<file path="src/rtl/rx_cmd_ctrl.sv">
// -----------------------------------------------------------------------------
// rx_cmd_ctrl
//
// Command sequencer between the UART receiver's parallel byte output and the
// system register file / transmit FIFO. Command frames arrive one byte at a
// time on the Rx pulse interface and are turned into single-cycle register
// file writes or reads. Read data is pushed into the Tx FIFO.
//
// Frames:
//   OP_WR  addr data   single register write
//   OP_RD  addr        single register read, result pushed to Tx FIFO
//   OP_BRD addr count  burst read of 'count' consecutive registers
//
// Corrupted bytes, unknown opcodes, a zero burst count and stalled frames
// (no byte for TIMEOUT_CYC cycles) abort the frame and pulse Frame_error.
//
// Optional feature (macro RX_CMD_ERR_CNT_EN):
//   Adds Err_count[7:0], a saturating count of Frame_error pulses. It is
//   cleared by a good OP_WR frame to the all-ones address with data 8'h00
//   (that write still takes place).
//
// Ports:
//   CLK               system clock
//   Reset             asynchronous active-low reset
//   Rx_P_Data         received byte, valid when Rx_Data_valid=1
//   Rx_Data_valid     one-cycle pulse per received byte
//   Rx_Parity_error   qualifies current Rx byte
//   Rx_stop_error     qualifies current Rx byte
//   RF_WrEn           register-file write strobe (one cycle)
//   RF_RdEn           register-file read strobe (one cycle)
//   RF_Address        register-file address
//   RF_WrData         register-file write data
//   RF_RdData         register-file read data
//   RF_RdData_valid   read data valid, at least one cycle after RF_RdEn
//   Tx_FIFO_wr        FIFO push strobe (one cycle)
//   Tx_FIFO_data      FIFO push data
//   Tx_FIFO_full      FIFO full, holds the push while high
//   Busy              high in any state other than IDLE
//   Frame_error       one-cycle pulse on any frame abort
//   Err_count         saturating abort counter (RX_CMD_ERR_CNT_EN only)
// -----------------------------------------------------------------------------
module rx_cmd_ctrl #(
    parameter int         ADDR_W      = 4,
    parameter int         TIMEOUT_CYC = 4096,
    parameter logic [7:0] OP_WR       = 8'hAA,
    parameter logic [7:0] OP_RD       = 8'hBB,
    parameter logic [7:0] OP_BRD      = 8'hDD
) (
    input  logic              CLK,
    input  logic              Reset,
    input  logic [7:0]        Rx_P_Data,
    input  logic              Rx_Data_valid,
    input  logic              Rx_Parity_error,
    input  logic              Rx_stop_error,
    output logic              RF_WrEn,
    output logic              RF_RdEn,
    output logic [ADDR_W-1:0] RF_Address,
    output logic [7:0]        RF_WrData,
    input  logic [7:0]        RF_RdData,
    input  logic              RF_RdData_valid,
    output logic              Tx_FIFO_wr,
    output logic [7:0]        Tx_FIFO_data,
    input  logic              Tx_FIFO_full,
    output logic              Busy,
    output logic              Frame_error
`ifdef RX_CMD_ERR_CNT_EN
    ,
    output logic [7:0]        Err_count
`endif
);

    localparam int TMO_W = $clog2(TIMEOUT_CYC + 1);

    typedef enum logic [3:0] {
        S_IDLE,
        S_WR_ADDR,
        S_WR_DATA,
        S_RD_ADDR,
        S_BRD_ADDR,
        S_BRD_CNT,
        S_RD_REQ,
        S_RD_WAIT,
        S_PUSH
    } state_t;

    state_t r_state, w_state_nxt;

    logic [ADDR_W-1:0] r_addr,    w_addr_nxt;
    logic [7:0]        r_cnt,     w_cnt_nxt;
    logic [7:0]        r_rdata,   w_rdata_nxt;
    logic [7:0]        r_wdata,   w_wdata_nxt;
    logic [7:0]        r_fdata,   w_fdata_nxt;
    logic              r_wr_en,   w_wr_en_nxt;
    logic              r_rd_en,   w_rd_en_nxt;
    logic              r_push,    w_push_nxt;
    logic              r_ferr,    w_ferr_nxt;
    logic              r_busy;
    logic [TMO_W-1:0]  r_tmo;

    logic w_good;
    logic w_bad;
    logic w_collecting;
    logic w_read_seq;
    logic w_tmo_hit;

    assign w_good = Rx_Data_valid & ~Rx_Parity_error & ~Rx_stop_error;
    assign w_bad  = Rx_Data_valid & (Rx_Parity_error | Rx_stop_error);

    // States that are waiting for the next byte of a frame.
    assign w_collecting = (r_state == S_WR_ADDR) || (r_state == S_WR_DATA) ||
                          (r_state == S_RD_ADDR) || (r_state == S_BRD_ADDR) ||
                          (r_state == S_BRD_CNT);

    assign w_read_seq = (r_state == S_RD_REQ) || (r_state == S_RD_WAIT) ||
                        (r_state == S_PUSH);

    // Expiry only counts when no byte arrives in the same cycle, so a byte
    // that lands exactly on the deadline is still accepted.
    assign w_tmo_hit = w_collecting && !Rx_Data_valid &&
                       (r_tmo == TMO_W'(TIMEOUT_CYC - 1));

    // ---------------------------------------------------------------------
    // Next-state and strobe decode
    // ---------------------------------------------------------------------
    always_comb begin
        w_state_nxt = r_state;
        w_addr_nxt  = r_addr;
        w_cnt_nxt   = r_cnt;
        w_rdata_nxt = r_rdata;
        w_wdata_nxt = r_wdata;
        w_fdata_nxt = r_fdata;
        w_wr_en_nxt = 1'b0;
        w_rd_en_nxt = 1'b0;
        w_push_nxt  = 1'b0;
        w_ferr_nxt  = 1'b0;

        case (r_state)
            S_IDLE: begin
                if (w_good) begin
                    if (Rx_P_Data == OP_WR) begin
                        w_state_nxt = S_WR_ADDR;
                    end else if (Rx_P_Data == OP_RD) begin
                        w_state_nxt = S_RD_ADDR;
                    end else if (Rx_P_Data == OP_BRD) begin
                        w_state_nxt = S_BRD_ADDR;
                    end else begin
                        w_ferr_nxt = 1'b1;
                    end
                end else if (w_bad) begin
                    w_ferr_nxt = 1'b1;
                end
            end

            S_WR_ADDR: begin
                if (w_good) begin
                    w_addr_nxt  = Rx_P_Data[ADDR_W-1:0];
                    w_state_nxt = S_WR_DATA;
                end
            end

            S_WR_DATA: begin
                if (w_good) begin
                    w_wr_en_nxt = 1'b1;
                    w_wdata_nxt = Rx_P_Data;
                    w_state_nxt = S_IDLE;
                end
            end

            S_RD_ADDR: begin
                if (w_good) begin
                    w_addr_nxt  = Rx_P_Data[ADDR_W-1:0];
                    w_cnt_nxt   = 8'd1;
                    w_state_nxt = S_RD_REQ;
                end
            end

            S_BRD_ADDR: begin
                if (w_good) begin
                    w_addr_nxt  = Rx_P_Data[ADDR_W-1:0];
                    w_state_nxt = S_BRD_CNT;
                end
            end

            S_BRD_CNT: begin
                if (w_good) begin
                    if (Rx_P_Data != 8'd0) begin
                        w_cnt_nxt   = Rx_P_Data;
                        w_state_nxt = S_RD_REQ;
                    end else begin
                        w_ferr_nxt  = 1'b1;
                        w_state_nxt = S_IDLE;
                    end
                end
            end

            S_RD_REQ: begin
                w_rd_en_nxt = 1'b1;
                w_state_nxt = S_RD_WAIT;
            end

            S_RD_WAIT: begin
                if (RF_RdData_valid) begin
                    w_rdata_nxt = RF_RdData;
                    w_state_nxt = S_PUSH;
                end
            end

            S_PUSH: begin
                // A full FIFO simply parks us here; r_rdata is held intact.
                if (!Tx_FIFO_full) begin
                    w_push_nxt  = 1'b1;
                    w_fdata_nxt = r_rdata;
                    w_cnt_nxt   = r_cnt - 8'd1;
                    w_addr_nxt  = r_addr + 1'b1;
                    w_state_nxt = (r_cnt == 8'd1) ? S_IDLE : S_RD_REQ;
                end
            end

            default: begin
                w_state_nxt = S_IDLE;
            end
        endcase

        // Aborts while collecting a frame override whatever the case chose;
        // a bad byte or expiry can never coincide with a good byte.
        if (w_collecting && (w_bad || w_tmo_hit)) begin
            w_state_nxt = S_IDLE;
            w_wr_en_nxt = 1'b0;
            w_ferr_nxt  = 1'b1;
        end

        // Stray bytes during a read sequence are flagged but do not disturb it.
        if (w_read_seq && Rx_Data_valid) begin
            w_ferr_nxt = 1'b1;
        end
    end

    // ---------------------------------------------------------------------
    // State, datapath and registered outputs
    // ---------------------------------------------------------------------
    always_ff @(posedge CLK or negedge Reset) begin
        if (!Reset) begin
            r_state <= S_IDLE;
            r_addr  <= '0;
            r_cnt   <= 8'd0;
            r_rdata <= 8'd0;
            r_wdata <= 8'd0;
            r_fdata <= 8'd0;
            r_wr_en <= 1'b0;
            r_rd_en <= 1'b0;
            r_push  <= 1'b0;
            r_ferr  <= 1'b0;
            r_busy  <= 1'b0;
        end else begin
            r_state <= w_state_nxt;
            r_addr  <= w_addr_nxt;
            r_cnt   <= w_cnt_nxt;
            r_rdata <= w_rdata_nxt;
            r_wdata <= w_wdata_nxt;
            r_fdata <= w_fdata_nxt;
            r_wr_en <= w_wr_en_nxt;
            r_rd_en <= w_rd_en_nxt;
            r_push  <= w_push_nxt;
            r_ferr  <= w_ferr_nxt;
            r_busy  <= (w_state_nxt != S_IDLE);
        end
    end

    // Inter-byte timeout: only advances while a frame is being collected
    // and restarts on every received byte, good or bad.
    always_ff @(posedge CLK or negedge Reset) begin
        if (!Reset) begin
            r_tmo <= '0;
        end else if (!w_collecting || Rx_Data_valid) begin
            r_tmo <= '0;
        end else if (!w_tmo_hit) begin
            r_tmo <= r_tmo + 1'b1;
        end else begin
            r_tmo <= '0;
        end
    end

    assign RF_WrEn      = r_wr_en;
    assign RF_RdEn      = r_rd_en;
    assign RF_Address   = r_addr;
    assign RF_WrData    = r_wdata;
    assign Tx_FIFO_wr   = r_push;
    assign Tx_FIFO_data = r_fdata;
    assign Busy         = r_busy;
    assign Frame_error  = r_ferr;

`ifdef RX_CMD_ERR_CNT_EN
    // ---------------------------------------------------------------------
    // Saturating abort counter
    // ---------------------------------------------------------------------
    function automatic logic [7:0] sat_inc(input logic [7:0] v);
        return (v == 8'hFF) ? v : v + 8'd1;
    endfunction

    logic       w_err_clr;
    logic [7:0] r_err_cnt;

    // Magic clear frame: OP_WR to the all-ones address with data 8'h00.
    assign w_err_clr = (r_state == S_WR_DATA) && w_good &&
                       (r_addr == {ADDR_W{1'b1}}) && (Rx_P_Data == 8'h00);

    always_ff @(posedge CLK or negedge Reset) begin
        if (!Reset) begin
            r_err_cnt <= 8'd0;
        end else if (w_err_clr) begin
            r_err_cnt <= 8'd0;
        end else if (w_ferr_nxt) begin
            r_err_cnt <= sat_inc(r_err_cnt);
        end
    end

    assign Err_count = r_err_cnt;
`endif

endmodule

</file>
<file path="config.mk">
export PLATFORM = sky130hd
export DESIGN_NAME = rx_cmd_ctrl
export DESIGN_NICKNAME = d
export VERILOG_FILES = /design/src/rtl/rx_cmd_ctrl.sv
export SDC_FILE = /design/constraint.sdc
export NUM_CORES = 1
export LEC_CHECK = 0
export BUFFER_PORTS_ARGS = -buffer_cell sky130_fd_sc_hd__buf_2
export CAP_MARGIN = 30
export CORE_UTILIZATION = 40
export CTS_BUF_LIST = sky130_fd_sc_hd__clkbuf_8
export DETAILED_ROUTE_END_ITERATION = 8
export PLACE_DENSITY = 0.71
export SYNTH_ARGS = -nofsm -noshare
export SYNTH_HDL_FRONTEND = slang
export SYNTH_SLANG_ARGS = --single-unit
</file>
<file path="constraint.sdc">
create_clock -name CLK -period 3 [get_ports CLK]
set_clock_uncertainty 0.1 [all_clocks]
set_input_delay 0.3 -clock CLK [delete_from_list [all_inputs] [get_ports CLK]]
set_output_delay 0.3 -clock CLK [all_outputs]
set_load 0.02 [all_outputs]
</file>
==> results, run 1 <==
- The flow ran to the end, and the final reports show no timing, DRC or antenna violations.
- Global routing used 18.8% of the available tracks.
- The global placement routability congestion is 0.842.
- The detailed router finished its first iteration with approximately 210 violations.
- The post-route netlist has a little under a third of its cells at a drive strength greater than 1.
- The floorplan die area is 0.00775 mm^2.
- The net count of the finished layout is 360.
- The share of total power in sequential cells is about two fifths.
- In this run the static leakage power is 1.60 nW.
- From left edge to right edge, the die measures 88.0 um.
- During synthesis, Yosys emitted a total of 0 warnings.
- The worst-case IR drop observed on VDD is about 0.43 mV.
- The pre-antenna-repair detailed-routing pass consisted of 4 iterations.
- The worst register-to-register path begins at r_state[0]$_DFF_PN0_.
- In this run, CTS created clock tree buffers numbering 9.
- The later pin in the worst-skew pair is clocked with a latency of 0.34 ns.
- The via count of the first global-routing pass is 2292.
- For the pin with the worst max-slew slack, the measured transition is approximately 0.85 ns.
- The critical path launch point is r_state[0]$_DFF_PN0_.
- The fraction of synthesis flops using an asynchronous set or reset pin is 100%.
- The end of the worst register-to-register path is Busy$_DFF_PN0_.
- The final routed DRC violation total is 0.
- The endpoint required time on the critical path is ~3.1 ns.
- The mean instance size in the synthesized netlist is around 11 um^2.
- The internal portion of the total power is 1.78 mW.
- The cell family with the largest share of critical-path delay is simple AND/OR/NAND/NOR gates.
- The count of final setup violators is 0.
- The buffer depth of the longest clock path is 2.
- The type of origin of the critical path is a flop.
- The average wire per cell in the routed design is 15.4 um.
- The clock period minus final worst setup slack is 2.37 ns.
- Clock-pin slew was measured on the worst setup and hold paths at 0.07 ns.
- The total area inside the core boundary comes to 0.00721 mm^2.
- Measured against its own limit, the worst slew margin works out to 43.4%.
- STA classifies the critical path endpoint as a flop.
- Walking the worst path, the cells encountered are nor4b_1, nor3_1, o22a_1, nor4_1, a41oi_1.
- On the critical path, the stage with the largest delay is an instance of nor4b_1.
- Once the floorplan was initialized, standard cells occupied 41.1% of the core.
- The final wirelength is 6.73 mm.
- The synthesis-stage register bit count is 58.
- Summed over all instances, the cell type with the most area after synthesis is dfrtp_1.
- Synthesis instantiated 56 different standard cells from the library.
- Along the worst path, the maximum fanout reaches 16.
- The cell with the most instances after synthesis is dfrtp_1.
- The placed wire-length estimate after detailed placement is 4.63 mm.
- In the finished design, the share of the clock period the worst path needs comes to 79.1%.
- The longest individual stage delay on the worst path is 0.62 ns.
- After floorplanning, the core was divided into 31 placement rows.
- The clock net in this run drives a total of 58 sinks.
- The final hold violation count came to 0.
- The number of primary I/O pins is 48.
- By count the netlist is led by 58 x dfrtp_1, 36 x nor2_1, 24 x mux2_2.
- During placement, the flow inserted port buffers numbering 47.
- Of the synthesized area, sequential elements account for between 40% and 50%.
- The number of buffers and inverters on the critical path is 0.
- The first global-routing pass estimated between 10 and 15 mm of wire.
- The H-tree generated during clock tree synthesis spans 3 levels.
- The worst register-to-register path has a depth of 5.
- The number of pins with negative max-slew slack in the final report is 0.
- The critical path capture point is Busy$_DFF_PN0_.
- Measured along the y axis, the die boundary spans 88.0 um.
- The diode insertion count for antenna repair is 0.
- Across all setup checks in the final design, the least slack found is 0.628 ns.
- Timing would allow up to 422 MHz.
- The tightest min-delay check is of the in -> reg type.
- Entering global routing, the biggest net connects 37 pins.
- In this run the remaining antenna-violating nets after routing total 0.
- Across the run, the number of max-cap violations was 0.
- By area the synthesized netlist is led by dfrtp_1 49%, mux2_2 9.1%, nor2_1 4.6%, a21oi_1 2.5%, xnor2_1 2.4%.
- In this run, the combinational gates consume 25.8% of the power.
- The power per cell area is 749 mW/mm^2.
- Prior to clock tree synthesis, the placed netlist has a worst setup slack of between 0.6 and 0.7 ns.
- The total congestion overflow is 0.
- The number of antenna violations at the first check in global routing is 0.
- Counting flops with a built-in enable in the synthesized netlist gives 0.
- The setup slack of the worst register-to-register path is 0.63 ns.
- The number of standard cells after synthesis is 280.
- The predominant post-synthesis flop cell is dfrtp_1.
- Counting buffers and inverters, the worst setup path is 5 cells deep.
- The per-cell via count in the routed design is ~5.4.
- The net count after synthesis is 307.
- The switching power is 0.871 mW.
- The clock network power share is 34.2%.
- The buffer count from post-CTS setup fixing is 0.
- The category of the most critical setup path is reg -> reg.
- Data arrives at the worst endpoint at 2.44 ns.
- The share of total power consumed by net switching is 32.8%.
- The number of vias in the routed layout is approximately 2400.
- The netlist area before placement is 0.00296 mm^2.
- The clock tree from TritonCTS is built.
- The clock root buffer is clkbuf_8.
- The share of synthesized area in the top cell type comes to around half.
- The final setup TNS is 0 ns.
- The synthesis-to-layout area growth is 19.7%.
- Setup repair after global routing left no endpoint under its margin.
==> final cells by class <==
type / instances / area, um^2
Timing Repair Buffer: 54 / 290
Tap cell: 99 / 124
Clock buffer: 11 / 151
Inverter: 13 / 48.8
Sequential cell: 58 / 1450
Clock inverter: 4 / 98.8
Multi-Input combinational cell: 197 / 1380
Fill cell: 692 / 3670
==> how the worst min path moves through the flow <==
| stage | startpoint | end | slack, ns | cells after the start |
|---|---|---|---|---|
| after global routing | RF_RdData[0] | r_rdata[0]$_DFFE_PN0P_ | 0.07 | 2 |
| after CTS | RF_RdData[0] | r_rdata[0]$_DFFE_PN0P_ | 0.07 | 2 |
| final | Rx_Data_valid | r_tmo[12]$_DFF_PN0_ | 0.09 | 2 |
| after floorplan | Reset | Busy$_DFF_PN0_ | -0.1 | 0 |
| after detailed placement | Reset | RF_WrData[6]$_DFFE_PN0P_ | 0.36 | 1 |
| after global placement | Reset | RF_WrData[5]$_DFFE_PN0P_ | 0.35 | 1 |
==> sequential cells by signal, summed over array words and instances (netlist names) <==
| register | flops |
|---|---|
| Busy | 1 |
| Frame_error | 1 |
| RF_Address | 4 |
| RF_RdEn | 1 |
| RF_WrData | 8 |
| RF_WrEn | 1 |
| Tx_FIFO_data | 8 |
| Tx_FIFO_wr | 1 |
| r_cnt | 8 |
| r_rdata | 8 |
| r_state | 4 |
| r_tmo | 13 |
==> through the flow <==
step	cell area [um^2]	power, mW	hold WS (ns)	util (%)	std cells
after floorplan	2960	1.54	-0.0956	-	280
after global placement	3280	1.73	0.347	45.5	420
after detailed placement	3280	1.76	0.364	45.5	420
after CTS	3540	2.68	0.0715	49.1	436
after global routing	3540	2.81	0.0667	49.1	436
final	3540	2.65	0.0871	49.1	436
==> cell usage in the layout (no fill, tap or decap), types with 2 or more instances in the layout <==
cell type	instances
dfrtp_1	58
buf_2	47
nor2_1	36
mux2_2	24
a21oi_1	15
inv_1	13
nand2_1	13
nand3_1	12
clkbuf_8	11
nor3_1	8
xnor2_1	8
o21ai_1	7
o21ai_0	7
buf_4	6
nand4_1	5
xor2_1	4
ha_1	4
nand2b_1	3
and4_1	3
nor3b_1	3
nor4_1	3
nor4b_1	3
a31oi_1	3
bufinv_16	3
and3_1	2
a41oi_1	2
mux2i_1	2
a22oi_1	2
==> metal layers <==
metal	global-route usage, %	wire, um	share of wire (%)
met5	0	0	0
met4	8.21	160	2.4
met3	5.47	382	5.7
met2	27.5	3080	46
met1	26.1	3110	46
==> what timing repair did <==
item,in CTS,in global routing
endpoints found under the hold margin,32,0
gates resized for setup,0,0
hold buffers,1,0
==> cells by family (layout without fill, tap and decap cells) <==
kind of cell / after synthesis / in the layout / synth area share, %
AO/OA/AOI/OAI: 55 / 55 / 13.4
XOR/XNOR: 12 / 12 / 3.55
adder cells (fa/ha/maj): 4 / 4 / 1.69
buffers and inverters: 25 / 82 / 4.39
flip-flops: 58 / 58 / 49.0
multiplexers: 26 / 26 / 9.80
AND/OR/NAND/NOR: 100 / 100 / 18.2
==> power by group through the flow <==
stage | registers (mW) | clock network (mW) | logic, mW
5_1_grt | 1.08 | 0.965 | 0.765
3_3_place_gp | 1.06 | 0 | 0.665
6_report | 1.06 | 0.908 | 0.685
4_1_cts | 1.06 | 0.931 | 0.690
2_1_floorplan | 1.13 | 0 | 0.410
3_5_place_dp | 1.07 | 0 | 0.687
No activity file was read; power rests on OpenSTA's default activity.
==> inputs of run 2 (changes only) <==
- clock period: 3 -> 2.46 ns (I/O delays scaled with it)
==> run 2 against run 1 <==
Compared with the run above:
- worst hold slack worse by 0.046 ns
- core utilization is 0.31 points lower
- fmax is 4.5% higher
- critical path type unchanged
==> results, run 2 (same netlist as run 1, synthesis figures left out) <==
- The reported leakage power is 1.61 nW (+0.55%).
- The fraction of final layout cells sized beyond drive strength 1 is 30.7% (+0.14 points).
- The number of pins with negative max-slew slack in the final report is 0 (unchanged).
- The area used by multi-input combinational logic was 0.00138 mm^2 (unchanged).
- The transition time at the pin with the least slew margin came to 0.623 ns (-0.226 ns).
- The initial DRC count is 175 (-18%).
- The number of levels in the clock H-tree is 3 (unchanged).
- The worst-path maximum fanout is 6 (-10).
- The number of buffers inserted during clock tree synthesis came to 9 (unchanged).
- The count of final setup violators is 0 (unchanged).
- In the layout the commonest cells are 58 x dfrtp_1, 47 x buf_2, 36 x nor2_1.
- The clock tree from TritonCTS is built.
- The total congestion overflow is 0 (unchanged).
- The number of antenna violations at the first check in global routing is 0 (unchanged).
- The longest individual stage delay on the worst path was 0.48 ns (-0.14 ns).
- The endpoint class of the critical path is a flop.
- The end of the worst register-to-register path is Busy$_DFF_PN0_.
- The number of cell instances on the worst register-to-register path is 5 (unchanged).
- The number of flip-flops under the largest register name is 13 (unchanged).
- The detailed-routing iteration count for the pre-antenna-repair pass was 4 (unchanged).
- The kind of cell with the highest combined delay along the critical path is simple AND/OR/NAND/NOR gates.
- The commonest non-fill, non-tap cell in the layout is dfrtp_1.
- The starting utilization of the core area is 41.1% (unchanged).
- The power per cell area is 859 mW/mm^2 (+15%).
- The final hold violation count is 0 (unchanged).
- The global placement routability congestion is 0.834 (-0.93%).
- The number of vias in the routed layout is 2361 (-0.42%).
- The synthesis-to-layout area growth is 18.9%.
- The core area is 0.00721 mm^2 (unchanged).
- The final cycle utilization of the critical path is 92.2% (+13 points).
- The critical path depth in cells came to 5 (unchanged).
- Setup repair after global routing left no endpoint under its margin.
- The arrival time of the worst setup path is 2.34 ns (-0.10 ns).
- The overall power is 3.03 mW (+14%).
- The relative slew slack was 58.5% (+15 points).
- The clock period minus final worst setup slack is 2.27 ns (-0.103 ns).
- The tree is rooted in a clkbuf_8.
- The fill cell instance count of the final layout was 691 (-0.14%).
- The maximum number of pins on one net before global-route repair came to 30 (-19%).
- The final setup TNS is 0 ns (unchanged).
- The register cell area after layout came to 0.00145 mm^2 (unchanged).
- The number of core rows is 31 (unchanged).
- The hold path depth is 2 (unchanged).
- The worst hold path class is in -> reg.
- The run finished with clean final reports.
- The buffering stage count on the worst path with inverters included is 0 (unchanged).
- The endpoint required time on the critical path is 2.53 ns (-0.54 ns).
- r_tmo holds more flip-flops than any other register.
- STA classifies the critical path startpoint as a flop.
- The total clock sinks is 58 (unchanged).
- The remaining number of nets flagged by the antenna check after routing is 0 (unchanged).
- The startpoint identified for the worst register-to-register timing path is r_cnt[3]$_DFFE_PN0P_.
- The insertion delay to the later sink of the worst-skew pair came to 0.33 ns (about the same).
- The via count of the first global-routing pass is 2219 (-3.2%).
- The chip height came to 88.0 um (unchanged).
- The number of primary I/O pins is 48 (unchanged).
- The peak supply drop was 0.430 mV (about the same).
- The average wire per cell in the routed design came to 14.8 um (-4.2%).
- The wire length of the first global-routing pass is 10.8 mm (-2.1%).
- The diode insertion count for antenna repair is 0 (unchanged).
- The final wirelength is 6.52 mm (-3.1%).
- The signal on the critical path passes through nor4_2, nand4_1, a32o_1, nor4_1, a41oi_1.
- The count of instances resized after the clock tree is built is 0 (unchanged).
- The per-cell via count in the routed design is 5.35 (-1.6%).
- The global-route total usage across every layer is 18.5% (-0.30 points).
- The placed wire-length estimate after detailed placement is 4.63 mm (about the same).
- The count of port buffers added during placement is 47 (unchanged).
- The critical path launch point is r_cnt[3]$_DFFE_PN0P_.
- For this design, the slowest cell found on the critical path is nor4_1.
- The final routed DRC violation total was 0 (unchanged).
- The setup slack of the worst register-to-register path came to 0.19 ns (-0.44 ns).
- The clock-pin slew on the worst setup and hold paths came to 0.06 ns (about the same).
- The buffer depth of the longest clock path is 2 (unchanged).
- The maximum clock rate was 441 MHz (+4.5%).
- The critical path capture point is Busy$_DFF_PN0_.
- The total of max-cap violations is 0 (unchanged).
- The category of the most critical setup path is reg -> reg.
- The floorplan die area is 0.00775 mm^2 (unchanged).
- The final net count is 364 (+1.1%).
- The die width was 88.0 um (unchanged).
-- run 2: cell count changes in the layout (fill, tap and decap cells not counted) --
cell / change
buf_4: +4
bufinv_16: -2
clkinv_2: +1
clkinv_4: -1
inv_1: +3
-- run 2: repair_timing --
item                                   4_1_cts  5_1_grt
hold buffers                                 1        0
setup buffers                                0        0
endpoints found under the hold margin       58        0
-- run 2: layout make-up --
cell class / count / area share, %
timing repair buffer: 58 / 9.09
clock buffer: 11 / 4.30
multi-input combinational: 197 / 39.2
inverter: 13 / 1.39
tap: 99 / 3.52
sequential: 58 / 41.2
clock inverter: 5 / 1.31
-- run 2: how the worst min path moves through the flow --
stage	start	end	slack [ns]
3_3_place_gp	Reset	RF_WrData[5]$_DFFE_PN0P_	-0.05
5_1_grt	RF_RdData[2]	r_rdata[2]$_DFFE_PN0P_	0.02
2_1_floorplan	Reset	Busy$_DFF_PN0_	-0.15
6_report	Rx_Data_valid	r_tmo[12]$_DFF_PN0_	0.04
4_1_cts	Rx_Data_valid	r_tmo[12]$_DFF_PN0_	0.02
3_5_place_dp	Reset	RF_WrData[5]$_DFFE_PN0P_	-0.04
-- run 2: where the power goes --
group / internal (mW) / leakage [nW] / switching [mW]
registers: 1.13 / 0.776 / 0.117
logic: 0.349 / 0.724 / 0.566
clock network: 0.510 / 0.113 / 0.359
-- run 2: per-layer routing --
layer / share of wire, % / routed length, um / track usage (%)
met3: 4.9 / 317 / 5.00
met5: 0 / 0 / 0
met2: 45 / 2940 / 26.5
met4: 2.3 / 153 / 9.82
met1: 48 / 3110 / 25.6
-- run 2: metrics by stage --
| step | std cells | util, % | setup slack (ns) | instance area, um^2 | hold slack [ns] |
|---|---|---|---|---|---|
| final | 441 | 48.8 | 0.191 | 3520 | 0.0410 |
| after global placement | 424 | 45.9 | 0.247 | 3310 | -0.0496 |
| after floorplan | 280 | - | 0.495 | 2960 | -0.150 |
| after global routing | 441 | 48.8 | 0.00798 | 3520 | 0.0194 |
| after CTS | 441 | 48.8 | 0.212 | 3520 | 0.0186 |
| after detailed placement | 424 | 45.9 | 0.223 | 3310 | -0.0395 |
==> inputs of run 3 (changes only) <==
- MAX_ROUTING_LAYER: unset -> met4
==> run 3 against run 2 <==
Compared with the run above:
- power rose by 0.24%
- worst hold slack got worse by 0.0020 ns
- register-to-register slack barely moved
- non-clock buffer count did not move
- flip-flop and latch count did not move
- setup slack got worse by 0.0059 ns
- die area did not move
- critical endpoint unchanged
- largest cell class unchanged
==> results, run 3 (same netlist as run 1, synthesis figures left out) <==
- The final routed DRC violation total is 0 (unchanged).
- The buffer depth of the longest clock path is 2 (unchanged).
- The die width is 88.0 um (unchanged).
- The final hold violation count is 0 (unchanged).
- The number of antenna violations at the first check in global routing is 0 (unchanged).
- The initial DRC count came to 175 (unchanged).
- The endpoint required time on the critical path is 2.53 ns (about the same).
- The run finished with clean final reports.
- The final wirelength was 6.61 mm (+1.4%).
- The number of flip-flops under the largest register name is 13 (unchanged).
- The final cycle utilization of the critical path is 92.5% (+0.24 points).
- The number of levels in the clock H-tree was 3 (unchanged).
- The chip height is 88.0 um (unchanged).
- The clock period minus final worst setup slack came to 2.27 ns (+0.00595 ns).
- The commonest non-fill, non-tap cell in the layout is dfrtp_1.
- The top cell types in the final layout, fill and taps aside, are 58 x dfrtp_1, 47 x buf_2, 36 x nor2_1.
- The total congestion overflow is 0 (unchanged).
- The buffering stage count on the worst path with inverters included was 0 (unchanged).
- The global-route total usage across every layer is 19.2% (+0.65 points).
- The worst setup path is captured at a flop.
- The fraction of final layout cells sized beyond drive strength 1 is 30.7% (unchanged).
- The wire length of the first global-routing pass was 10.8 mm (unchanged).
- The global placement routability congestion was 0.847 (+1.5%).
- The remaining number of nets flagged by the antenna check after routing is 0 (unchanged).
- The relative slew slack was 58.2% (-0.32 points).
- The type of origin of the critical path is a flop.
- The signal on the critical path passes through nor4_2, nand4_1, a32o_1, nor4_1, a41oi_1.
- The average wire per cell in the routed design is 15.0 um (+1.4%).
- The number of vias in the routed layout is 2392 (+1.3%).
- The count of port buffers added during placement came to 47 (unchanged).
- The peak supply drop is 0.431 mV (+0.21%).
- The synthesis-to-layout area growth is 18.9% (unchanged).
- The total of max-cap violations is 0 (unchanged).
- The worst hold path class is in -> reg.
- The count of instances resized after the clock tree is built is 0 (unchanged).
- The tree is rooted in a clkbuf_8.
- The per-cell via count in the routed design is 5.42 (+1.3%).
- The longest individual stage delay on the worst path is 0.49 ns (about the same).
- The clock-pin slew on the worst setup and hold paths is 0.07 ns (about the same).
- The total clock sinks is 58 (unchanged).
- The power per cell area is 861 mW/mm^2 (+0.24%).
- The final setup TNS is 0 ns (unchanged).
- The worst-path maximum fanout is 6 (unchanged).
- The diode insertion count for antenna repair came to 0 (unchanged).
- The floorplan die area is 0.00775 mm^2 (unchanged).
- The starting utilization of the core area is 41.1% (unchanged).
- The final net count came to 364 (unchanged).
- The number of core rows is 31 (unchanged).
- The core area is 0.00721 mm^2 (unchanged).
- The top register by number of flip-flops is r_tmo.
- The category of the most critical setup path is reg -> reg.
- The placed wire-length estimate after detailed placement is 4.63 mm (unchanged).
- The maximum number of pins on one net before global-route repair is 30 (unchanged).
- The reported leakage power was 1.61 nW (unchanged).
- The detailed-routing iteration count for the pre-antenna-repair pass was 6 (+2).
- The overall power is 3.03 mW (+0.24%).
- For this design, the slowest cell found on the critical path is nor4_1.
- The count of final setup violators is 0 (unchanged).
- The via count of the first global-routing pass came to 2224 (+0.23%).
- The number of pins with negative max-slew slack in the final report came to 0 (unchanged).
- The number of primary I/O pins came to 48 (unchanged).
- The number of buffers inserted during clock tree synthesis was 9 (unchanged).
- The insertion delay to the later sink of the worst-skew pair is 0.34 ns (about the same).
- The cell family with the largest share of critical-path delay is simple AND/OR/NAND/NOR gates.
- The arrival time of the worst setup path is 2.35 ns (about the same).
- The transition time at the pin with the least slew margin came to 0.628 ns (+0.00487 ns).
- The maximum clock rate was 440 MHz (-0.26%).
- Setup repair after global routing left no endpoint under its margin.
- TritonCTS built the clock tree.
[run 3: cell counts in the layout (fill, tap and decap cells not counted)]
Identical to the previous run, type by type.
[run 3: where the power goes]
group / total [mW] / leakage (nW) / internal [mW] / switching [mW]
combinational: 0.916 / 0.724 / 0.349 / 0.568
clock: 0.872 / 0.113 / 0.510 / 0.362
sequential: 1.24 / 0.776 / 1.13 / 0.119
total: 3.03 / 1.61 / 1.98 / 1.05
[run 3: layout make-up]
class                      count  area, um^2
clock buffer                  11         151
clock inverter                 5        46.3
fill                         691        3690
inverter                      13        48.8
multi-input combinational    197        1380
sequential                    58        1450
tap                           99         124
timing repair buffer          58         320
[run 3: per-layer routing]
| metal | GRT usage, % | share of wire (%) | vias to the layer above |
|---|---|---|---|
| li1 | - | - | 1139 |
| met1 | 25.6 | 48 | 1156 |
| met2 | 26.5 | 45 | 87 |
| met3 | 3.86 | 4.6 | 10 |
| met4 | 12.0 | 2.2 | 0 |
| met5 | - | 0 | - |
[run 3: path summary, 6_finish.rpt]
kind,to,startpoint,slack [ns],depth (start not counted)
min in group asynchronous,RF_WrData[5]$_DFFE_PN0P_,Reset,0.14,2
worst max-delay path,Busy$_DFF_PN0_,r_cnt[3]$_DFFE_PN0P_,0.19,5
max in group asynchronous,Tx_FIFO_data[1]$_DFFE_PN0P_,Reset,1.55,3
worst max register to register,Busy$_DFF_PN0_,r_cnt[3]$_DFFE_PN0P_,0.19,5
worst min register to register,r_tmo[0]$_DFF_PN0_,r_tmo[0]$_DFF_PN0_,0.39,1
worst min-delay path,r_rdata[6]$_DFFE_PN0P_,RF_RdData[6],0.04,2
[run 3: repair_timing]
item / in CTS / in global routing
hold buffers: 1 / 0
setup buffers: 0 / 0
endpoints found under the hold margin: 58 / 0
[run 3: worst reg2reg max path: stages (launching register included)]
cell and delay (ns):
dfrtp_1 0.44, nor4_2 0.45, nand4_1 0.16, a32o_1 0.25, nor4_1 0.49, a41oi_1 0.22
[run 3: stage by stage]
step                      worst slack [ns]  util (%)  cell area, um^2  hold slack (ns)  cells
final                                0.185      48.8             3520           0.0390    441
after global routing               0.00823      48.8             3520           0.0209    441
after detailed placement             0.223      45.9             3310          -0.0395    424
after floorplan                      0.495         -             2960           -0.150    280
after CTS                            0.212      48.8             3520           0.0186    441
after global placement               0.247      45.9             3310          -0.0496    424
